File: config.mk
export PLATFORM = sky130hd
export DESIGN_NAME = writeback_seq
export DESIGN_NICKNAME = d
export VERILOG_FILES = /design/src/rtl/writeback_seq.sv
export SDC_FILE = /design/constraint.sdc
export NUM_CORES = 1
export LEC_CHECK = 0
export ABC_AREA = 0
export CORE_AREA = 2 2 306 308
export DETAILED_ROUTE_END_ITERATION = 8
export DIE_AREA = 0 0 308 310
export PLACE_DENSITY = 0.55
export SKIP_CTS_REPAIR_TIMING = 1
export SLEW_MARGIN = 10
export SYNTH_ARGS = -nofsm -noshare
export SYNTH_HDL_FRONTEND = slang
export SYNTH_SLANG_ARGS = --single-unit
File: constraint.sdc
create_clock -name clk -period 32.2 [get_ports clk]
set_clock_uncertainty 0.2 [all_clocks]
set_input_delay 4.83 -clock clk [delete_from_list [all_inputs] [get_ports clk]]
set_output_delay 4.83 -clock clk [all_outputs]
set_load 0.05 [all_outputs]
File: src/rtl/writeback_seq.sv
// writeback_seq: retires a four-slot execute result bundle one slot per cycle
// into the register file, segment file or store port, then commits the
// bundle's flags and, on a mispredicted branch, pulses a one-cycle flush.
module writeback_seq #(
   parameter int DATA_W = 64
) (
   input  logic                  clk,
   input  logic                  rst,
   input  logic                  in_valid,
   output logic                  in_ready,
   input  logic [4*DATA_W-1:0]   res_data,
   input  logic [127:0]          res_dest,
   input  logic [3:0]            res_wb,
   input  logic [3:0]            res_is_reg,
   input  logic [3:0]            res_is_seg,
   input  logic [3:0]            res_is_mem,
   input  logic [1:0]            ressize,
   input  logic [17:0]           eflags_in,
   input  logic                  BR_valid_in,
   input  logic                  BR_taken_in,
   input  logic                  BR_correct_in,
   input  logic [31:0]           BR_FIP_in,
   input  logic [31:0]           BR_FIP_p1_in,
   output logic                  reg_we,
   output logic [31:0]           reg_dest,
   output logic [DATA_W-1:0]     reg_data,
   output logic [1:0]            reg_size,
   output logic                  seg_we,
   output logic [31:0]           seg_dest,
   output logic [15:0]           seg_data,
   output logic                  mem_req,
   input  logic                  mem_ready,
   output logic [31:0]           mem_addr,
   output logic [DATA_W-1:0]     mem_data,
   output logic [1:0]            mem_size,
   output logic [17:0]           eflags_out,
   output logic                  flush,
   output logic [31:0]           redirect_eip,
   output logic                  busy
);

   localparam logic [0:0] S_IDLE  = 1'b0;
   localparam logic [0:0] S_DRAIN = 1'b1;

   logic [0:0]              state_q, state_d;
   logic [3:0]              pend_q, pend_d;
   logic                    zero_q, zero_d;
   logic [3:0][DATA_W-1:0]  data_q;
   logic [3:0][31:0]        dest_q;
   logic [3:0]              isreg_q, isseg_q, ismem_q;
   logic [1:0]              size_q;
   logic [17:0]             flags_q;
   logic [17:0]             eflags_q, eflags_d;
   logic                    brv_q, brt_q, brc_q;
   logic [31:0]             fip_q, fip1_q;
   logic [31:0]             redir_q, redir_d;

   logic                    accept;
   logic [1:0]              sel_idx;
   logic [3:0]              sel_oh;
   logic                    drain;
   logic                    sel_mem, sel_seg, sel_reg;
   logic                    slot_done, last, fin;
   logic [31:0]             tgt;

   assign in_ready = (state_q == S_IDLE);
   assign busy     = ~in_ready;
   assign accept   = in_valid & in_ready;

   // Pick the lowest-index pending slot so paired writes retire in order.
   always_comb begin
      sel_idx = 2'd0;
      for (int i = 3; i >= 0; i--)
         if (pend_q[i]) sel_idx = 2'(i);
   end

   assign sel_oh  = 4'(1) << sel_idx;
   assign drain   = (state_q == S_DRAIN) && (pend_q != 4'd0);

   // Class priority: a store wins over a segment write, which wins over a GPR write.
   assign sel_mem = drain & ismem_q[sel_idx];
   assign sel_seg = drain & ~ismem_q[sel_idx] & isseg_q[sel_idx];
   assign sel_reg = drain & ~ismem_q[sel_idx] & ~isseg_q[sel_idx] & isreg_q[sel_idx];

   // A store slot only retires on the handshake; every other slot takes one cycle.
   assign slot_done = drain & (~sel_mem | mem_ready);
   assign last      = slot_done & ((pend_q & ~sel_oh) == 4'd0);
   // Zero-mask bundles complete in the cycle after acceptance.
   assign fin       = last | zero_q;

   assign tgt          = brt_q ? fip_q : fip1_q;
   assign flush        = fin & brv_q & ~brc_q;
   assign redirect_eip = flush ? tgt : redir_q;
   assign eflags_out   = eflags_q;

   assign reg_we   = sel_reg;
   assign reg_dest = dest_q[sel_idx];
   assign reg_data = data_q[sel_idx];
   assign reg_size = size_q;
   assign seg_we   = sel_seg;
   assign seg_dest = dest_q[sel_idx];
   assign seg_data = data_q[sel_idx][15:0];
   assign mem_req  = sel_mem;
   assign mem_addr = dest_q[sel_idx];
   assign mem_data = data_q[sel_idx];
   assign mem_size = size_q;

   // Next-state for the sequencer, pending mask and commit registers.
   always_comb begin
      state_d  = state_q;
      pend_d   = pend_q;
      zero_d   = 1'b0;
      eflags_d = fin ? flags_q : eflags_q;
      redir_d  = flush ? tgt : redir_q;
      if (slot_done) pend_d = pend_q & ~sel_oh;
      if (last)      state_d = S_IDLE;
      if (accept) begin
         pend_d  = res_wb;
         zero_d  = (res_wb == 4'd0);
         state_d = (res_wb != 4'd0) ? S_DRAIN : S_IDLE;
      end
   end

   // Sequencer and commit state; reset discards any in-flight bundle.
   always_ff @(posedge clk or posedge rst) begin
      if (rst) begin
         state_q  <= S_IDLE;
         pend_q   <= 4'd0;
         zero_q   <= 1'b0;
         eflags_q <= 18'h00002;
         redir_q  <= 32'd0;
      end else begin
         state_q  <= state_d;
         pend_q   <= pend_d;
         zero_q   <= zero_d;
         eflags_q <= eflags_d;
         redir_q  <= redir_d;
      end
   end

   // Bundle capture on acceptance; cleared on reset so data outputs read zero.
   always_ff @(posedge clk or posedge rst) begin
      if (rst) begin
         data_q  <= '0;
         dest_q  <= '0;
         isreg_q <= 4'd0;
         isseg_q <= 4'd0;
         ismem_q <= 4'd0;
         size_q  <= 2'd0;
         flags_q <= 18'd0;
         brv_q   <= 1'b0;
         brt_q   <= 1'b0;
         brc_q   <= 1'b0;
         fip_q   <= 32'd0;
         fip1_q  <= 32'd0;
      end else if (accept) begin
         data_q  <= res_data;
         dest_q  <= res_dest;
         isreg_q <= res_is_reg;
         isseg_q <= res_is_seg;
         ismem_q <= res_is_mem;
         size_q  <= ressize;
         flags_q <= eflags_in;
         brv_q   <= BR_valid_in;
         brt_q   <= BR_taken_in;
         brc_q   <= BR_correct_in;
         fip_q   <= BR_FIP_in;
         fip1_q  <= BR_FIP_p1_in;
      end
   end

endmodule

Word-level counts from Yosys, hierarchy flattened
Cells that the tools add are included.

Word-level logic and storage cells: 73. Output and inout bits: 300. Bits in registers: 539.

Reductions and logical operators: 7. Shift operators: 1. Muxes and demuxes: 22. Magnitude comparators: 1. Bitwise logic cells: 19.

Operators with widths (count): 64-bit binary-select mux with 2-bit select (1); 32-bit two-way mux (3); 32-bit binary-select mux with 2-bit select (1); 64-bit two-way mux (1); 1-bit bitwise AND (10); 4-bit logical NOT (2); 2-bit two-way mux (4); 4-bit two-way mux (2); 4-bit nonzero test (2); 1-bit two-way mux (7); 1-bit binary-select mux with 2-bit select (3); 1-bit inverter (5); 4-bit bitwise AND (1); 4-bit inverter (1); 2-bit nonzero test (2); 1-bit by 2-bit left shift with 4-bit output (first input constant) (1); 2-bit by 3-bit < comparator with 1-bit output (second input constant) (1); 1-bit bitwise OR (2); 1-bit logical AND (1).

Logic depth before layout (Yosys ltp)
Depth in word-level cells: 15. Gate-level depth with buffers: 9. Depth with buffers taken out: 5.

Worst setup path before layout
OpenSTA, ideal clock, no wires.

Path type: input -> output. From: in mem_ready. To: out redirect_eip[22]. Buffers on the path: 2. Arrival: 6.474 ns. Setup slack: 20.696 ns. Required time: 27.170 ns. Cell stages on the path: 6. Path through: or4_4 > o21a_4 > a31o_1 > buf_6 > buf_12 > mux2_4.

Cells in the longest elaborated chain, start to end: 7.

RTL lines: from (decl) (line 32) `input logic mem_ready,`; 1-bit bitwise OR (line 86) `assign slot_done = drain & (~sel_mem | mem_ready);`; 1-bit bitwise AND (line 86); 1-bit bitwise AND (line 87) `assign last = slot_done & ((pend_q & ~sel_oh) == 4'd0);`; 1-bit bitwise OR (line 89) `assign fin = last | zero_q;`; 1-bit bitwise AND (2 in series) (line 92) `assign flush = fin & brv_q & ~brc_q;`; named net flush (line 37) `output logic flush,`; 32-bit two-way mux; to (decl) (line 38) `output logic [31:0] redirect_eip,`.

The timed path passes the listed nets, and every way through them passes these cells.

Worst setup path after layout
From: in mem_ready. To: out redirect_eip[1].

Cells in the longest elaborated chain, start to end: 7.

RTL lines (line): 1-bit bitwise OR (86); 1-bit bitwise AND (86); 1-bit bitwise AND (87); 1-bit bitwise OR (89); 1-bit bitwise AND (2 in series) (92); 32-bit two-way mux.

Every way passes these cells.

==> flow_summary.json <==
{
  "run_status": "completed",
  "finalNetCount": 3789,
  "hold_depth": 2,
  "critPathBufInv": 3,
  "area.growth.synth_to_final_pct": 41.88,
  "final.setup.tns_ps": 0,
  "tritoncts_num_sinks": 539,
  "timing.reg2reg.worst_path_depth": 7,
  "worst-path-stages": 7,
  "hold-worst-slack_ps": 265.5,
  "cts-htree-levels": 3,
  "grtUsageTotal_pct": 17.36,
  "max-slew-margin-rel_pct": 30.64,
  "tritoncts": "yes",
  "die-height_um": 310,
  "timing.critical_path.arrival_ps": 7720,
  "via_count_of_the_first_global_routing_pass": 20120,
  "floorplan.rows": 112,
  "wire_per_inst_um": 18.67,
  "syn-mean-instance-area_um2": 8.926,
  "hold_viol_final": 0,
  "grt_antenna_before_repair": 27,
  "max_freq_ghz": 0.07841,
  "ys_ff_latch": 539,
  "setup_viol": 0,
  "cts.clk_slew.worst_paths_ps": 50,
  "die_w_um": 308,
  "async_s_r_ff_share_synth_pct": 100.0,
  "final.min_clock_period_ps": 12750,
  "cpMostUsedCell": "clkdlybuf4s50_1",
  "holdCritPathClass": "flop to flop",
  "r2r-start": "busy$_DFFE_PP0P_",
  "regToRegSetupSlack_ps": 28110,
  "hpwl_mm": 58.82,
  "clock_latency_at_the_later_pin_of_the_worst_skew_pair_ps": 620,
  "cp_data_required_time_ps": 27170,
  "die_area_mm2": 0.09548,
  "layout_common_cells": "nand2_1 (1454), clkdlybuf4s50_1 (790), dfrtp_1 (538)",
  "critical_path.max_fanout": 33,
  "synthCells": 2720,
  "viasPerCell": 4.363,
  "timing.hold.worst_endpoint": "fip_q[21]$_DFFE_PP0P_",
  "via_count": 19920,
  "floorplan.initialDensity_pct": 26.25,
  "timing.final.max_slew_violations": 0,
  "worst_setup_timing_slack_at_the_placement_stage_ps": 19460,
  "postSynth.topFlopCell": "dfrtp_1",
  "setup.worst_path.class": "input pin to output port",
  "cts_inserted_buffers": 68,
  "route.detailed.drc": 0,
  "core_area_mm2": 0.09249,
  "unrepaired_setup_endpoints_after_global_routing": "no",
  "gp_routability_congestion": 0.8234,
  "warnings_from_yosys": 0,
  "drt_pass1_iterations": 4,
  "totalWireLength_mm": 85.27,
  "slowest_library_cell_on_the_worst_path": "clkdlybuf4s50_1",
  "cts_root_buf": "clkbuf_16",
  "mostFrequentLayoutCell": "nand2_1",
  "hold_path.startpoint": "fip_q[21]$_DFFE_PP0P_",
  "synth_enable_flop_cells": 0,
  "final_antenna_net_count": 0,
  "worst_path_largest_cell_delay_ps": 800,
  "crit_family": "buffers and inverters",
  "worst_pin_slew_ps": 1040,
  "layout_setup_ws_ps": 19450,
  "drive_gt1_share_pct": 6.778,
  "startpoint_kind_of_the_worst_setup_timing_path": "input pin",
  "grt_start_max_net_pins": 171,
  "reg2reg_end": "data_q[194]$_DFFE_PP0P_",
  "cts-root-to-sink-buffers": 3,
  "gr-total-overflow": 0,
  "numPortBuffers": 790,
  "detailedRoute.firstIterationViolations": 1261,
  "count_of_boundary_i_o_pins": 791,
  "ys_seq_area_share_pct": 55.56,
  "syn-cell-area_mm2": 0.02428,
  "grt_pass1_wl_mm": 125.6,
  "synthesis.nets": 3211,
  "finalCritPeriodShare_pct": 39.61,
  "yosys.cell_types.count": 41,
  "crit_path_cell_trace": "clkdlybuf4s50_1 -> or4_4 -> o21a_4 -> a31o_2 -> buf_4 -> mux2_2 -> clkdlybuf4s50_1",
  "setup.worst_path.end_class": "output port",
  "max_cap_viol": 0
}
==> per-stage QoR <==
step / cells / util [%] / area, um2
2_1_floorplan: 2720 / - / 24280
3_3_place_gp: 4425 / 34.77 / 32150
3_5_place_dp: 4425 / 34.77 / 32150
4_1_cts: 4546 / 37.19 / 34400
5_1_grt: 4562 / 37.23 / 34440
6_report: 4566 / 37.24 / 34450
==> worst register-to-register path, cell delays in order, from the launching register on <==
cell and delay, ps:
dfrtp_1 500, inv_1 130, nand2_4 480, buf_4 860, buf_4 760, buf_4 810
nand2_1 190, nand2_1 90
==> cells by family (layout without fill, tap and decap cells) <==
logic type | Yosys count | in the layout | synth area share, %
AND/OR/NAND/NOR | 1478 | 1478 | 23.14
flip-flops | 539 | 539 | 55.56
buffers and inverters | 311 | 940 | 7.416
AO/OA/AOI/OAI | 210 | 210 | 5.504
multiplexers | 182 | 182 | 8.375
other | 0 | 20 | 0
==> state kept, by name (all words and copies together) (netlist names) <==
signal,count
data_q,256
dest_q,128
fip1_q,32
fip_q,32
redir_q,32
eflags_out,18
flags_q,18
ismem_q,4
isreg_q,4
isseg_q,4
pend_q,4
mem_size,2
brc_q,1
brt_q,1
brv_q,1
busy,1
zero_q,1
==> per-layer routing <==
metal / track usage, % / routed length (um)
met5: 0 / 112
met3: 4.727 / 5058
met1: 21.87 / 36240
met2: 28.61 / 41780
met4: 6.115 / 2081
==> synth_stat cells, types with 2 or more instances <==
cell	number	area, um2
nor2_1	2	7.510
or2_2	2	12.51
a22oi_1	97	728.2
buf_2	11	55.05
buf_12	3	60.06
mux2_4	29	435.4
mux2_1	4	45.04
dfrtp_1	538	13460
buf_6	2	22.52
a21oi_1	6	30.03
buf_1	22	82.58
mux2i_1	100	1001
clkbuf_1	122	457.9
o21ai_0	98	490.5
nand2_1	1455	5461
mux2_2	49	551.8
and2b_1	2	15.01
nor2b_1	4	25.02
buf_4	148	1111
and2_1	3	18.77
inv_1	3	11.26
==> area by class of cell <==
| cell class | count | area [um2] |
|---|---|---|
| clock buffers | 100 | 2004 |
| diodes | 20 | 50.05 |
| clock inverters | 21 | 237.7 |
| fillers | 9430 | 58040 |
| multi-input cells | 1870 | 9021 |
| well taps | 1197 | 1498 |
| repair buffers | 816 | 8128 |
| flip-flops and latches | 539 | 13490 |
| inverters | 3 | 18.77 |
==> worst max path at each step <==
stage / start / endpoint / slack [ps]
floorplan: rst / brc_q$_DFFE_PP0P_ / 12110
global placement: mem_ready / redirect_eip[1] / 19460
detailed placement: mem_ready / redirect_eip[1] / 19460
CTS: mem_ready / redirect_eip[1] / 19440
global route: mem_ready / redirect_eip[1] / 19370
finish: mem_ready / redirect_eip[1] / 19450
Power is left out: the tool's default activity adds up to more than one toggle a clock period on the data nets, which glitch-free logic cannot reach.
